<file path="config.mk">
export PLATFORM = sky130hd
export DESIGN_NAME = alu_instr_sequencer
export DESIGN_NICKNAME = d
export VERILOG_FILES = /design/src/rtl/cpu_ctrl_pkg.sv /design/src/rtl/reg_onehot_decode.sv /design/src/rtl/alu_instr_sequencer.sv
export SDC_FILE = /design/constraint.sdc
export NUM_CORES = 1
export LEC_CHECK = 0
export BUFFER_PORTS_ARGS = -buffer_cell sky130_fd_sc_hd__buf_2
export CAP_MARGIN = 20
export CORE_MARGIN = 5
export CORE_UTILIZATION = 40
export CTS_CLUSTER_SIZE = 12
export DETAILED_ROUTE_END_ITERATION = 12
export GPL_ROUTABILITY_DRIVEN = 0
export GPL_TIMING_DRIVEN = 0
export PLACE_DENSITY_LB_ADDON = 0.2
export SYNTH_ARGS = -nofsm -noshare
export SYNTH_HDL_FRONTEND = slang
export SYNTH_SLANG_ARGS = --single-unit
</file>
<file path="constraint.sdc">
create_clock -name clock -period 2.6 [get_ports clock]
set_input_delay 0 -clock clock [delete_from_list [all_inputs] [get_ports clock]]
set_output_delay 0 -clock clock [all_outputs]
set_load 0.05 [all_outputs]
</file>
<file path="src/rtl/cpu_ctrl_pkg.sv">
// Shared control package for the ALU instruction sequencer.
// Holds the opcode/ALU codes, the state encoding and the IR field positions.
package cpu_ctrl_pkg;

  localparam logic [4:0] OP_ADD  = 5'd0;
  localparam logic [4:0] OP_SUB  = 5'd1;
  localparam logic [4:0] OP_AND  = 5'd2;
  localparam logic [4:0] OP_OR   = 5'd3;
  localparam logic [4:0] OP_SHR  = 5'd4;
  localparam logic [4:0] OP_SHL  = 5'd5;
  localparam logic [4:0] OP_SHRA = 5'd6;
  localparam logic [4:0] OP_ROR  = 5'd7;
  localparam logic [4:0] OP_ROL  = 5'd8;
  localparam logic [4:0] OP_MUL  = 5'd9;
  localparam logic [4:0] OP_DIV  = 5'd10;
  localparam logic [4:0] OP_NEG  = 5'd11;
  localparam logic [4:0] OP_NOT  = 5'd12;

  localparam logic [3:0] ALU_ADD  = 4'd0;
  localparam logic [3:0] ALU_SUB  = 4'd1;
  localparam logic [3:0] ALU_AND  = 4'd2;
  localparam logic [3:0] ALU_OR   = 4'd3;
  localparam logic [3:0] ALU_SHR  = 4'd4;
  localparam logic [3:0] ALU_SHL  = 4'd5;
  localparam logic [3:0] ALU_SHRA = 4'd6;
  localparam logic [3:0] ALU_ROR  = 4'd7;
  localparam logic [3:0] ALU_ROL  = 4'd8;
  localparam logic [3:0] ALU_MUL  = 4'd9;
  localparam logic [3:0] ALU_DIV  = 4'd10;
  localparam logic [3:0] ALU_NEG  = 4'd11;
  localparam logic [3:0] ALU_NOT  = 4'd12;

  localparam int OPC_LSB = 27;
  localparam int RA_LSB  = 23;
  localparam int RB_LSB  = 19;
  localparam int RC_LSB  = 15;

  typedef enum logic [2:0] {
    S_IDLE, S_T0, S_T1, S_T2,
    S_T3, S_T4, S_T5, S_T6
  } state_t;

  function automatic logic op_legal(input logic [4:0] op);
    return op <= OP_NOT;
  endfunction

  function automatic logic op_unary(input logic [4:0] op);
    return (op == OP_NEG) || (op == OP_NOT);
  endfunction

  function automatic logic op_muldiv(input logic [4:0] op);
    return (op == OP_MUL) || (op == OP_DIV);
  endfunction

  function automatic logic [3:0] op_to_alu(input logic [4:0] op);
    logic [3:0] a;
    case (op)
      OP_ADD:  a = ALU_ADD;
      OP_SUB:  a = ALU_SUB;
      OP_AND:  a = ALU_AND;
      OP_OR:   a = ALU_OR;
      OP_SHR:  a = ALU_SHR;
      OP_SHL:  a = ALU_SHL;
      OP_SHRA: a = ALU_SHRA;
      OP_ROR:  a = ALU_ROR;
      OP_ROL:  a = ALU_ROL;
      OP_MUL:  a = ALU_MUL;
      OP_DIV:  a = ALU_DIV;
      OP_NEG:  a = ALU_NEG;
      OP_NOT:  a = ALU_NOT;
      default: a = ALU_ADD;
    endcase
    return a;
  endfunction

endpackage

</file>
<file path="src/rtl/reg_onehot_decode.sv">
// Register number to one-hot enable vector.
// Produces all zeros when disabled or when the index is out of range.
module reg_onehot_decode #(
  parameter int NREGS = 16
) (
  input  logic [3:0]       i_idx,
  input  logic             i_en,
  output logic [NREGS-1:0] o_vec
);

  // one-hot decode of the selected register
  always_comb begin
    o_vec = '0;
    if (i_en && (32'(i_idx) < NREGS))
      o_vec[i_idx] = 1'b1;
  end

endmodule

</file>
<file path="src/rtl/alu_instr_sequencer.sv">
// Fetch/execute control sequencer for one register-register ALU instruction.
// Outputs decode from state, the first-T1 flag and the ir fields.
module alu_instr_sequencer
  import cpu_ctrl_pkg::*;
#(
  parameter int NREGS = 16
) (
  input  logic             clock,
  input  logic             clear,
  input  logic             start,
  input  logic             mem_ready,
  input  logic [31:0]      ir,
  output logic             PCout,
  output logic             MARin,
  output logic             IncPC,
  output logic             PCin,
  output logic             Read,
  output logic             MDRin,
  output logic             MDRout,
  output logic             IRin,
  output logic             Yin,
  output logic             Zlowin,
  output logic             Zhighin,
  output logic             Zlowout,
  output logic             Zhighout,
  output logic             LOin,
  output logic             HIin,
  output logic [NREGS-1:0] Rin,
  output logic [NREGS-1:0] Rout,
  output logic [3:0]       ALUop,
  output logic             busy,
  output logic             done,
  output logic             illegal
);

  state_t     r_state;
  logic       r_first;
  logic [4:0] r_op;
  logic [3:0] r_ra;
  logic [3:0] r_rb;
  logic [3:0] r_rc;

  logic [4:0] w_ir_op;
  logic [3:0] w_ir_ra;
  logic [3:0] w_ir_rb;
  logic [3:0] w_ir_rc;
  logic       w_unused;
  logic       w_rout_en;
  logic [3:0] w_rout_idx;
  logic       w_rin_en;

  assign w_ir_op  = ir[OPC_LSB +: 5];
  assign w_ir_ra  = ir[RA_LSB +: 4];
  assign w_ir_rb  = ir[RB_LSB +: 4];
  assign w_ir_rc  = ir[RC_LSB +: 4];
  assign w_unused = ^ir[RC_LSB-1:0];

  assign busy = (r_state != S_IDLE);

  // state register; fields are captured as T3 is left
  always_ff @(posedge clock or negedge clear) begin
    if (!clear) begin
      r_state <= S_IDLE;
      r_first <= 1'b0;
      r_op    <= '0;
      r_ra    <= '0;
      r_rb    <= '0;
      r_rc    <= '0;
    end else begin
      unique case (r_state)
        S_IDLE: if (start) r_state <= S_T0;
        S_T0: begin
          r_state <= S_T1;
          r_first <= 1'b1;
        end
        S_T1: begin
          r_first <= 1'b0;
          if (mem_ready) r_state <= S_T2;
        end
        S_T2: r_state <= S_T3;
        S_T3: begin
          r_op    <= w_ir_op;
          r_ra    <= w_ir_ra;
          r_rb    <= w_ir_rb;
          r_rc    <= w_ir_rc;
          r_state <= op_legal(w_ir_op) ? S_T4 : S_IDLE;
        end
        S_T4: r_state <= S_T5;
        S_T5: r_state <= op_muldiv(r_op) ? S_T6 : S_IDLE;
        S_T6: r_state <= S_IDLE;
        default: r_state <= S_IDLE;
      endcase
    end
  end

  // Moore strobe decode
  always_comb begin
    {PCout, MARin, IncPC, PCin, Read} = '0;
    {MDRin, MDRout, IRin, Yin} = '0;
    {Zlowin, Zhighin, Zlowout} = '0;
    {Zhighout, LOin, HIin} = '0;
    ALUop      = '0;
    done       = 1'b0;
    illegal    = 1'b0;
    w_rout_en  = 1'b0;
    w_rout_idx = r_rc;
    w_rin_en   = 1'b0;
    unique case (r_state)
      S_IDLE: ;
      S_T0: begin
        PCout  = 1'b1;
        MARin  = 1'b1;
        IncPC  = 1'b1;
        Zlowin = 1'b1;
      end
      S_T1: begin
        Read  = 1'b1;
        MDRin = 1'b1;
        if (r_first) begin
          Zlowout = 1'b1;
          PCin    = 1'b1;
        end
      end
      S_T2: begin
        MDRout = 1'b1;
        IRin   = 1'b1;
      end
      S_T3: begin
        if (op_legal(w_ir_op)) begin
          Yin        = 1'b1;
          w_rout_en  = 1'b1;
          w_rout_idx = w_ir_rb;
        end else begin
          illegal = 1'b1;
        end
      end
      S_T4: begin
        Zlowin     = 1'b1;
        Zhighin    = op_muldiv(r_op);
        ALUop      = op_to_alu(r_op);
        w_rout_en  = 1'b1;
        w_rout_idx = op_unary(r_op) ? r_rb : r_rc;
      end
      S_T5: begin
        Zlowout = 1'b1;
        if (op_muldiv(r_op)) begin
          LOin = 1'b1;
        end else begin
          w_rin_en = 1'b1;
          done     = 1'b1;
        end
      end
      S_T6: begin
        Zhighout = 1'b1;
        HIin     = 1'b1;
        done     = 1'b1;
      end
      default: ;
    endcase
  end

  reg_onehot_decode #(.NREGS(NREGS)) u_rin (
    .i_idx (r_ra),
    .i_en  (w_rin_en),
    .o_vec (Rin)
  );

  reg_onehot_decode #(.NREGS(NREGS)) u_rout (
    .i_idx (w_rout_idx),
    .i_en  (w_rout_en),
    .o_vec (Rout)
  );

endmodule

</file>
After elaboration in Yosys (flattened, before gate mapping)
Memories as Yosys holds them, arrays and structs flattened. Index checks and enable logic that the tools add are counted.

Magnitude comparators: 5. Equality and inequality tests: 13. Muxes and demuxes: 36. Reduce and logical (&&, ||, !) cells: 9.

Operator list (number): 16-bit 2-to-1 mux (2); 3-bit case mux with 8 select lines (1); 5-bit by 4-bit equality test with 1-bit output, second input constant (4); 1-bit 2-to-1 mux (18); 4-bit 2-to-1 mux (4); 3-bit equality test, second input constant (4); 3-bit 2-to-1 mux (4); 4-bit by 5-bit less-than comparator with 1-bit output, second input constant (2); 1-bit demux with 4-bit select (2); 4-bit by 1-bit greater-or-equal comparator with 1-bit output, second input constant (2); 1-bit case mux with 2 select lines (4); 4-bit case mux with 2 select lines (1); 3-bit by 2-bit equality test with 1-bit output, second input constant (2); 5-bit by 4-bit less-or-equal comparator with 1-bit output, second input constant (1); 2-bit inequality test, second input constant (2); 3-bit by 1-bit equality test with 1-bit output, second input constant (1); 3-bit logical NOT (1); 3-bit nonzero test (1); 1-bit logical AND (2); 1-bit logical OR (2); 2-bit AND reduction (1); 2-bit nonzero test (1); 2-bit OR reduction (1).

Flip-flop bits (word level): 21. Bits in read-only memories: 64. Input port bits: 36. Output and inout bits: 54. Memories: 1.

Memories: (name not given) (depth 16, bits a word 4, rd ports 1, clocked after memory_dff 0, wr ports 0, line cpu_ctrl_pkg.sv:57) `case (op)`.

Longest topological paths before layout
Gate-level depths: netlist of the first run.

Word-level depth: 9. Depth in mapped cells: 7. Mapped depth without buffers: 6.

Hierarchy
A second synthesis of the first run with hierarchy kept.

Cells, all modules: 196. Area, all modules: 1455.1 um^2.

By module, submodules not included: alu_instr_sequencer (times used 1, cells each 150, area an instance 1217.4 um^2); reg_onehot_decode at u_rin (times used 1, cells each 23, area an instance 120.1 um^2); reg_onehot_decode at u_rout (times used 1, cells each 23, area an instance 117.6 um^2).

Worst setup path before layout of the first run
OpenSTA, ideal clock, no wires.

Kind: flip-flop to output port. Start: reg r_state[1]. End: out Rout[2]. Arrival: 2988 ps. Required time: 2600 ps. Slack: -388 ps. Stages on the path, launching flop included: 8. Path through: dfrtp_1 > buf_2 > nor3b_2 > nand3_1 > inv_1 > nor3_1 > or3_1 > nor3_1.

Cells in the longest elaborated chain, start to end: 7.

Ends and longest elaborated chain: from (decl) (line alu_instr_sequencer.sv:36) `state_t r_state;`; from (signal assigned) (line alu_instr_sequencer.sv:86) `r_state <= op_legal(w_ir_op) ? S_T4 : S_IDLE;`; from (signal assigned) (line alu_instr_sequencer.sv:89) `S_T5: r_state <= op_muldiv(r_op) ? S_T6 : S_IDLE;`; 3-bit equality test (line alu_instr_sequencer.sv:108) `unique case (r_state)`; 4-bit case mux with 2 select lines (line alu_instr_sequencer.sv:108); 4-bit by 5-bit less-than comparator with 1-bit output (not written as such) / 4-bit by 1-bit greater-or-equal comparator with 1-bit output (equally long branches) (line reg_onehot_decode.sv:15) `o_vec[i_idx] = 1'b1;`; 1-bit logical AND (not written as such) (line reg_onehot_decode.sv:15); 1-bit 2-to-1 mux (not written as such) (line reg_onehot_decode.sv:15); 1-bit demux with 4-bit select; 16-bit 2-to-1 mux (*) (line reg_onehot_decode.sv:14) `if (i_en && (32'(i_idx) < NREGS))`; to (decl) (line alu_instr_sequencer.sv:29) `output logic [NREGS-1:0] Rout,`.

Mark *: on every way between the ends. The rest lies on a longest branch, timed or not.

Final worst setup path of the first run
Start: reg r_op[0]. End: out Rout[13].

Cells in the longest elaborated chain, start to end: 9.

Ends and longest elaborated chain: from (decl) (line alu_instr_sequencer.sv:38) `logic [4:0] r_op;`; from (signal assigned) (line alu_instr_sequencer.sv:82) `r_op <= w_ir_op;`; 5-bit by 4-bit equality test with 1-bit output (line cpu_ctrl_pkg.sv:48) `return (op == OP_NEG) || (op == OP_NOT);`; 1-bit logical OR (*) (line cpu_ctrl_pkg.sv:48); 4-bit 2-to-1 mux (*) (line alu_instr_sequencer.sv:142) `w_rout_idx = op_unary(r_op) ? r_rb : r_rc;`; 4-bit case mux with 2 select lines (*) (line alu_instr_sequencer.sv:108); 4-bit by 5-bit less-than comparator with 1-bit output (not written as such) / 4-bit by 1-bit greater-or-equal comparator with 1-bit output (equally long branches) (line reg_onehot_decode.sv:15); 1-bit logical AND (not written as such) (line reg_onehot_decode.sv:15); 1-bit 2-to-1 mux (not written as such) (line reg_onehot_decode.sv:15); 1-bit demux with 4-bit select (*); 16-bit 2-to-1 mux (*) (line reg_onehot_decode.sv:14).

Marks and branches as above.

==> reports/qor.txt, run 1 <==
Ys async rst share: 1.00
WP data required: 2600 ps
Sequential share of the synthesized area: 0.357
Initial antenna violation count: 0
Die footprint: 4990 sq um
Clock skew: 1.29 ps
Vias in the first global route: 1616
Die Wd: 70.7 microns
Non-Filler Instances: 350
Final-stage net count: 339
Worst Setup Slack, final: -49.7 ps
Final setup vio count: 2
Post-Place Worst Slack: 134 ps
Synth Net Count: 236
Drt drc: 0
Vias: 1787
CTS Buf Count: 3
Root Driver: clkbuf_8
Setup crit start kind: register
Avg WL per Cell: 13.7 microns
Net switching power of the design: 0.00125 W
Hold WC Path Type: input port to register
Flops & latches, synth: 21
Area of the mapped netlist: 1470 sq um
Layout filler cell count: 312
CTS clk-pin slew, worst paths: 80 ps
Worst setup EP type: output pin
Synth top area cells: dfrtp_1 36%, nand2_1 13%, nor2_1 9.4%
Status: complete, but fails checks
Placed cell count: 322
Internal Dissipation: 0.00108 W
Pleak: 1.21 nW
Final hold viol count: 0
N_diodes: 0
Logic gate share of total power: 0.633
H-tree Lvls: 1
Total wire length: 4.79 mm
1st-iter DRT viols: 105
Global Route Usage Sum: 0.182
Dpl hpwl: 3.33 mm
Violated checks: negative setup slack
Max Slew Vio Count: 0
Yosys cell types: 40
Clock buffer depth: 2
Top_reg_cell synth: dfrtp_1
Worst vdd ir: 0.539 mV
Cell taking the most area after synthesis: dfrtp_1
Worst Max-Slew Pin Slew: 503 ps
Port bufs: 74
Row cnt: 22
Sequential share of power: 0.271
Gate Count Post-Synth: 200
Vias per cell: 5.11
Starting Density: 0.408
Setup TNS: -60.8 ps
Largest net degree at the start of global routing: 22
Final core utilization: 0.641
First-pass GRT wire length: 7.39 mm
Worst Setup Path Type: register to output pin
Layout cell share with drive strength beyond 1: 0.387
Avg Inst Size Synth: 7.36 sq um
Yosys warning total: 0
Net Sw Frac: 0.535
Synth-to-Final Area Change: 56.9%
Crit share post-route: 1.02
F_max: 377 MHz
Die height: 70.7 microns
Power per cell area: 1010 nW/um^2
Worst hold slack: 68.1 ps
Max FO, Critical Path: 5
Clock Power Share: 0.096
CORE AREA: 3610 sq um
TritonRoute pass-1 iters: 4
CTS tree: done
Max Cap Viol: 0
Gr ovfl total: 0
Antenna-violating nets left: 0
Crit path DAT: 2650 ps
RSZ-0062 raised after global routing: yes
Clock sinks: 21
Min Tclk post-route: 2650 ps
IO Pins: 90
Clk_lat worst skew: 270 ps
Slew HR: 0.665
Post-synth EDFFs: 0
Yosys top cell area share: 0.357
## power by group through the flow
stage	registers (W)	clock network, W	logic [W]
finish	0.000632	0.000224	0.00147
global route	0.000656	0.000240	0.00159
CTS	0.000633	0.000224	0.00136
global placement	0.000627	0	0.00128
detailed placement	0.000636	0	0.00131
floorplan	0.000595	0	0.00106
## layer usage
metal	track usage	part of all wire	up-vias
li1	-	-	882
met1	0.220	0.41	833
met2	0.324	0.51	67
met3	0.0341	0.071	5
met4	0.0585	0.011	0
met5	0	0	-
## area by class of cell
type                    count  area [sq um]  share of cell area
multi-input cells         160           932               0.403
flip-flops and latches     21           529               0.229
repair buffers             98           642               0.278
well taps                  48          60.1              0.0260
plain buffers              14          82.6              0.0357
clock buffers               3          41.3              0.0179
inverters                   5          18.8             0.00812
clock inverters             1          5.00             0.00217
## worst max-delay path, cell delays in order, from the launching register on
cell      delay, ps
dfrtp_2         440
or3b_4          450
a211o_4         370
a311oi_2        460
nand3_1         240
nor2_1          170
clkbuf_4        250
## cell usage in the layout (no fill, tap or decap), types with 2 or more instances in the layout
cell	count
or3_1	3
dlygate4sd3_1	17
buf_1	2
nand3_1	4
clkbuf_4	7
a311o_1	2
and2_1	3
o21ai_0	5
nor2_4	3
nor2_1	34
buf_6	2
buf_8	2
dfrtp_1	18
buf_4	14
and3_1	4
dfrtp_2	3
clkbuf_8	3
nor3_2	3
buf_2	64
nand2b_1	5
clkbuf_1	3
or3b_2	2
inv_1	5
nand2_1	52
nor3_1	8
nand3b_1	5
and4_1	2
## cell usage after synthesis (3+ instances only)
master     n
nand3b_1   5
nand2_1   52
nand2b_1   5
dfrtp_1   21
or3_1      3
o21ai_0    5
nor3_1    11
and2_1     3
buf_2      3
and3_1     4
clkbuf_1   4
nor2_1    37
nand3_1    5
buf_4      5
inv_1      5
## sequential cells by signal (all words and copies together), names as in the netlist
name and count:
r_first 1, r_ra 4, r_rb 4, r_rc 4, r_state 3, r_op 5
## cell families after synthesis
logic type                synth area share
DFF                                  0.357
muxes                              0.00680
AOI/OAI and AO/OA                    0.127
and+or+nand+nor                      0.439
buffers and inverters               0.0637
xor gates and xnor gates           0.00595
## timing repair
item                                    CTS  global route
hold endpoints to repair                 37             0
hold buffers                             17             0
gates resized for setup                  12            27
pin swaps                                 1             6
setup buffers                             3             3
endpoints found under the setup margin   16            18
gates cloned                              0             1
## through the flow
stage	instance area [sq um]	total power (W)
2_1_floorplan	1490	0.00165
3_3_place_gp	1920	0.00191
3_5_place_dp	1920	0.00194
4_1_cts	2190	0.00222
5_1_grt	2310	0.00249
6_report	2310	0.00233
## final timing paths
check / start / to / slack, ps / cells after the start
max in group asynchronous: clear / r_op[2]$_DFFE_PN0P_ / 2010 / 2
worst min-delay path: start / r_state[0]$_DFFE_PN0P_ / 70 / 3
min in group asynchronous: clear / r_first$_DFFE_PN0N_ / 230 / 2
worst min register to register: r_rb[2]$_DFFE_PN0P_ / r_rb[2]$_DFFE_PN0P_ / 510 / 2
worst max register to register: r_state[2]$_DFFE_PN0P_ / r_rc[2]$_DFFE_PN0P_ / 660 / 6
worst max-delay path: r_op[0]$_DFFE_PN0P_ / Rout[13] / -50 / 6
No activity file was read; power rests on OpenSTA's default activity.
==> inputs of run 2 (changes only) <==
--- a/config.mk
+++ b/config.mk
@@ -7,2 +7,3 @@
 export LEC_CHECK = 0
+export ABC_AREA = 1
 export BUFFER_PORTS_ARGS = -buffer_cell sky130_fd_sc_hd__buf_2
@@ -16,2 +17,3 @@
 export PLACE_DENSITY_LB_ADDON = 0.2
+export SLEW_MARGIN = 30
 export SYNTH_ARGS = -nofsm -noshare
==> constraint.sdc (replaced) <==
create_clock -name clock -period 2.6 [get_ports clock]
set_input_delay 0.52 -clock clock [delete_from_list [all_inputs] [get_ports clock]]
set_output_delay 0.52 -clock clock [all_outputs]
set_load 0.05 [all_outputs]
==> reports/qor.txt, run 2 <==
Most frequent cell after synthesis: nand2_1
Initial antenna violation count: 0
Final setup vio count: 0
Starting Density: 0.408
Cell taking the most area after synthesis: dfrtp_1
H-tree Lvls: 1
Avg WL per Cell: 12.6 microns
Post-synth top cells: 73 x nand2_1, 53 x nor2_1, 34 x inv_1
Clk_lat worst skew: 260 ps
Vias: 1715
First-pass GRT wire length: 7.03 mm
Post-synth EDFFs: 0
Worst setup EP type: output pin
CORE AREA: 3610 sq um
Yosys top cell area share: 0.357
Sequential share of power: 0.253
TritonRoute pass-1 iters: 5
Commonest non-fill, non-tap cells in the layout: 62 x nand2_1, 58 x buf_2, 35 x nor2_1
Dpl hpwl: 3.30 mm
Slew HR: 0.573
IO Pins: 90
Post-Place Worst Slack: -37.8 ps
Commonest non-fill, non-tap cell in the layout: nand2_1
Root Driver: clkbuf_8
CTS Buf Count: 3
Max Slew Vio Count: 0
Non-Filler Instances: 367
Flops & latches, synth: 21
Net switching power of the design: 0.00145 W
Final-stage net count: 356
Ys async rst share: 1.00
F_max: 386 MHz
RSZ-0062 raised after global routing: yes
Top_reg_cell synth: dfrtp_1
Total power draw: 0.00251 W
Die Wd: 70.6 microns
Vias in the first global route: 1525
N_diodes: 0
CTS tree: done
Sequential share of the synthesized area: 0.357
Final core utilization: 0.666
Biggest register: r_op
Synth top area cells: dfrtp_1 36%, nand2_1 19%, nor2_1 14%
Clock sinks: 21
Area of the mapped netlist: 1470 sq um
Die height: 70.6 microns
Crit share post-route: 0.996
Global Route Usage Sum: 0.172
Design Area, Final: 2400 sq um
Max Cap Viol: 0
Synth-to-Final Area Change: 63.4%
Crit path DAT: 2070 ps
Post-cts hold buffer count: 0
Row cnt: 22
Avg Inst Size Synth: 6.23 sq um
Internal Dissipation: 0.00106 W
Layout cell share with drive strength beyond 1: 0.448
Logic gate share of total power: 0.659
Area after DPL: 2000 sq um
Setup crit start kind: register
Gate Count Post-Synth: 236
Clock Power Share: 0.087
Synth Net Count: 272
Pleak: 1.24 nW
Hold WC Path Type: input port to async pin
Worst vdd ir: 0.442 mV
Min Tclk post-route: 2590 ps
Final hold viol count: 0
Vias per cell: 4.67
Yosys cell types: 23
Max FFs per register: 5
Power per cell area: 1040 nW/um^2
Placed cell count: 358
Port bufs: 74
1st-iter DRT viols: 86
Status: finished clean
Worst Max-Slew Pin Slew: 635 ps
Net Sw Frac: 0.578
Antenna-violating nets left: 0
Total wire length: 4.64 mm
Yosys warning total: 0
CTS clk-pin slew, worst paths: 80 ps
Largest net degree at the start of global routing: 22
WP data required: 2080 ps
Worst Setup Path Type: register to output pin
Gr ovfl total: 0
Clock buffer depth: 2
Max FO, Critical Path: 7
Die footprint: 4990 sq um
Worst Setup Slack, final: 11.1 ps
Drt drc: 0
Clock skew: 1.56 ps
run 2: cell types whose count changed after synthesis, moves of 4 or more:
cell	change
nand2b_1	-5
nor2_1	+16
and3_1	-4
nand3b_1	-5
nand3_1	+7
o21ai_0	+10
inv_1	+29
nor3_1	-10
nand2_1	+21
run 2: power by group through the flow:
stage | clock, W | combinational, W | sequential (W)
floorplan | 0 | 0.00111 | 0.000585
finish | 0.000219 | 0.00165 | 0.000635
CTS | 0.000220 | 0.00151 | 0.000622
global route | 0.000236 | 0.00179 | 0.000655
global placement | 0 | 0.00134 | 0.000609
detailed placement | 0 | 0.00136 | 0.000617
run 2: metal layers:
metal  GRT usage  share of wire  routed length [microns]  up-vias
met5           0              0                        0        -
met4      0.0564          0.026                      119        0
met3      0.0440          0.069                      319       11
met2       0.272           0.47                     2160       57
met1       0.229           0.44                     2040      764
li1            -              -                        -      883
run 2: final cells by class:
type                       instances  area, sq um
multi-input combinational        171         1060
timing repair buffer              79          515
inverter                          36          146
buffer                             8         48.8
sequential                        21          528
clock buffer                       4         45.0
fill                             319         1200
tap                               48         60.1
run 2: logic make-up (layout without fill, tap and decap cells):
group,Yosys count,count (layout),share of synthesized area
and+or+nand+nor,147,147,0.424
buffers and inverters,44,127,0.125
AOI/OAI and AO/OA,24,24,0.0936
DFF,21,21,0.357
run 2: final timing paths:
path                       cells after the start                endpoint                   start  slack, ps
max                                           12                Rout[13]  r_state[1]$_DFFE_PN0P_         10
min                                            1     r_ra[3]$_DFFE_PN0P_                   clear        200
max reg2reg                                    7  r_state[2]$_DFFE_PN0P_     r_op[0]$_DFFE_PN0P_       1000
min reg2reg                                    1     r_first$_DFFE_PN0N_     r_first$_DFFE_PN0N_        490
max in group asynchronous                      1  r_state[2]$_DFFE_PN0P_                   clear       2040
min in group clock                             3     r_rc[0]$_DFFE_PN0P_                  ir[15]        450
run 2: stage by stage:
stage / hold WS (ps) / TNS, ps
after floorplan: 224 / -784
after global placement: 473 / -168
after detailed placement: 480 / -249
after CTS: 225 / -63.2
after global routing: 246 / -733
final: 205 / 0
run 2: timing repair:
item | in CTS | in global routing
pin swaps | 3 | 7
gates resized for setup | 45 | 42
setup buffers | 3 | 2
endpoints found under the setup margin | 32 | 22
run 2: critical path, cell delays in order (launching register included):
cell        delay, ps
dfrtp_1           400
inv_2             100
nand2_2           110
clkinvlp_4        110
nand2_4           100
nor2_1            110
nand2_1            70
o21ai_2            90
inv_1              70
nand2_1           170
nand2_4           150
nor2_4            160
buf_6             170
==> inputs of run 3 (changes only) <==
ABC_AREA = not set   (was 1)
==> reports/qor.txt, run 3 (synthesized netlist as in run 1, its figures left out) <==
Commonest non-fill, non-tap cell in the layout: nand2_1
Clock buffer depth: 2
N_diodes: 0
Post-Place Worst Slack: -436 ps
R2r setup slk: 810 ps
Port bufs: 74
Max FFs per register: 5
Worst path cell trace: or3b_4, a211o_4, a311o_1, buf_6, nand3b_4, nor2_4, buf_8
Worst Max-Slew Pin Slew: 500 ps
Layout filler cell count: 236
WP data required: 2080 ps
Max Cap Viol: 0
Commonest non-fill, non-tap cells in the layout: 49 x nand2_1, 43 x buf_2, 28 x buf_6
Largest net degree at the start of global routing: 22
Max Slew Vio Count: 0
Root Driver: clkbuf_8
CTS Buf Count: 3
Worst vdd ir: 0.474 mV
Avg WL per Cell: 14.9 microns
Clock skew: 4.51 ps
Reg2reg start: r_op[0]$_DFFE_PN0P_
Slew HR: 0.667
Max FO, Critical Path: 5
Vias in the first global route: 1693
Initial antenna violation count: 0
Worst setup EP type: output pin
Layout cell share with drive strength beyond 1: 0.580
Post-cts hold buffer count: 0
Final-stage net count: 332
Die footprint: 4990 sq um
Vias: 1793
Clk_lat worst skew: 270 ps
Worst Reg2Reg Path Length in Cells: 6
RSZ-0062 raised after global routing: yes
Die Wd: 70.7 microns
Worst Setup Path Type: register to output pin
IO Pins: 90
Storage element area: 529 sq um
Hold WC Path Type: input port to async pin
Placed cell count: 322
Critical path endpoint: Rout[8]
Area after DPL: 2200 sq um
Global Route Usage Sum: 0.196
Vias per cell: 5.23
Worst r2r dst: r_state[2]$_DFFE_PN0P_
Antenna-violating nets left: 0
Die height: 70.7 microns
1st-iter DRT viols: 113
Slowest cell on crit path: or3b_4
Dpl hpwl: 3.37 mm
CORE AREA: 3610 sq um
Pleak: 1.29 nW
CP startpoint: r_op[0]$_DFFE_PN0P_
Min Tclk post-route: 3030 ps
CTS clk-pin slew, worst paths: 80 ps
Crit path DAT: 2510 ps
Non-Filler Instances: 343
Biggest register: r_op
Final hold viol count: 0
H-tree Lvls: 1
Violated checks: negative setup slack
Setup crit start kind: register
TritonRoute pass-1 iters: 4
Total wire length: 5.11 mm
Power per cell area: 1020 nW/um^2
Synth-to-Final Area Change: 86.2%
CTS tree: done
Status: complete, but fails checks
F_max: 330 MHz
Clock sinks: 21
Final setup vio count: 29
Area occupied by multi-input gates: 1270 sq um
First-pass GRT wire length: 7.96 mm
Starting Density: 0.408
Crit share post-route: 1.16
Worst hold slack: 202 ps
Gr ovfl total: 0
Slowest stage delay, CP: 460 ps
Drt drc: 0
Design Area, Final: 2740 sq um
Row cnt: 22
Worst Setup Slack, final: -427 ps
## run 3: cell types whose count changed in the layout (fill, tap and decap cells not counted), moves of 8 or more
| cell | delta |
|---|---|
| buf_2 | -15 |
| buf_4 | +15 |
| buf_6 | +14 |
| inv_1 | -26 |
| nand2_1 | -13 |
| nor2_1 | -19 |
| o21ai_0 | -8 |
## run 3: worst min-delay path by stage
stage / start / to
2_1_floorplan: clear / r_first$_DFFE_PN0N_
3_3_place_gp: r_rc[0]$_DFFE_PN0P_ / r_rc[0]$_DFFE_PN0P_
3_5_place_dp: r_rc[0]$_DFFE_PN0P_ / r_rc[0]$_DFFE_PN0P_
4_1_cts: clear / r_first$_DFFE_PN0N_
5_1_grt: clear / r_state[1]$_DFFE_PN0P_
6_report: clear / r_state[1]$_DFFE_PN0P_
## run 3: cell type report
| type | count | share of cell area |
|---|---|---|
| Buffer | 12 | 0.0288 |
| Clock buffer | 4 | 0.0164 |
| Inverter | 5 | 0.00822 |
| Multi-Input combinational cell | 160 | 0.464 |
| Sequential cell | 21 | 0.193 |
| Tap cell | 48 | 0.0219 |
| Timing Repair Buffer | 93 | 0.268 |
## run 3: what timing repair did
action,CTS,global route
gates resized for setup,45,76
setup buffers,11,7
pin swaps,4,13
gates cloned,1,0
setup endpoints to repair,34,33
## run 3: worst max-delay path, delay by kind of cell, from the launching register on
kind                   cells  cell delay (ps)
buffers and inverters      2              310
AO/OA/AOI/OAI              2              720
AND/OR/NAND/NOR            3              780
flip-flops                 1              430
## run 3: through the flow
step	util	total power [W]	setup TNS, ps
finish	0.760	0.00279	-7430
global route	0.760	0.00296	-9480
CTS	0.682	0.00260	-6540
detailed placement	0.609	0.00220	-5820
global placement	0.609	0.00216	-5220
floorplan	-	0.00190	-935
## run 3: power breakdown
group          internal (W)  switching (W)
clock network      0.000110       0.000120
logic              0.000678        0.00123
registers          0.000493       0.000159
total               0.00128        0.00151
## run 3: layer usage
layer  up-vias  GRT usage  wire length [microns]
met5         -          0                      0
met4         0     0.0668                    195
met3        17     0.0440                    389
met2        73      0.314                   2330
met1       835      0.263                   2200
li1        868          -                      -
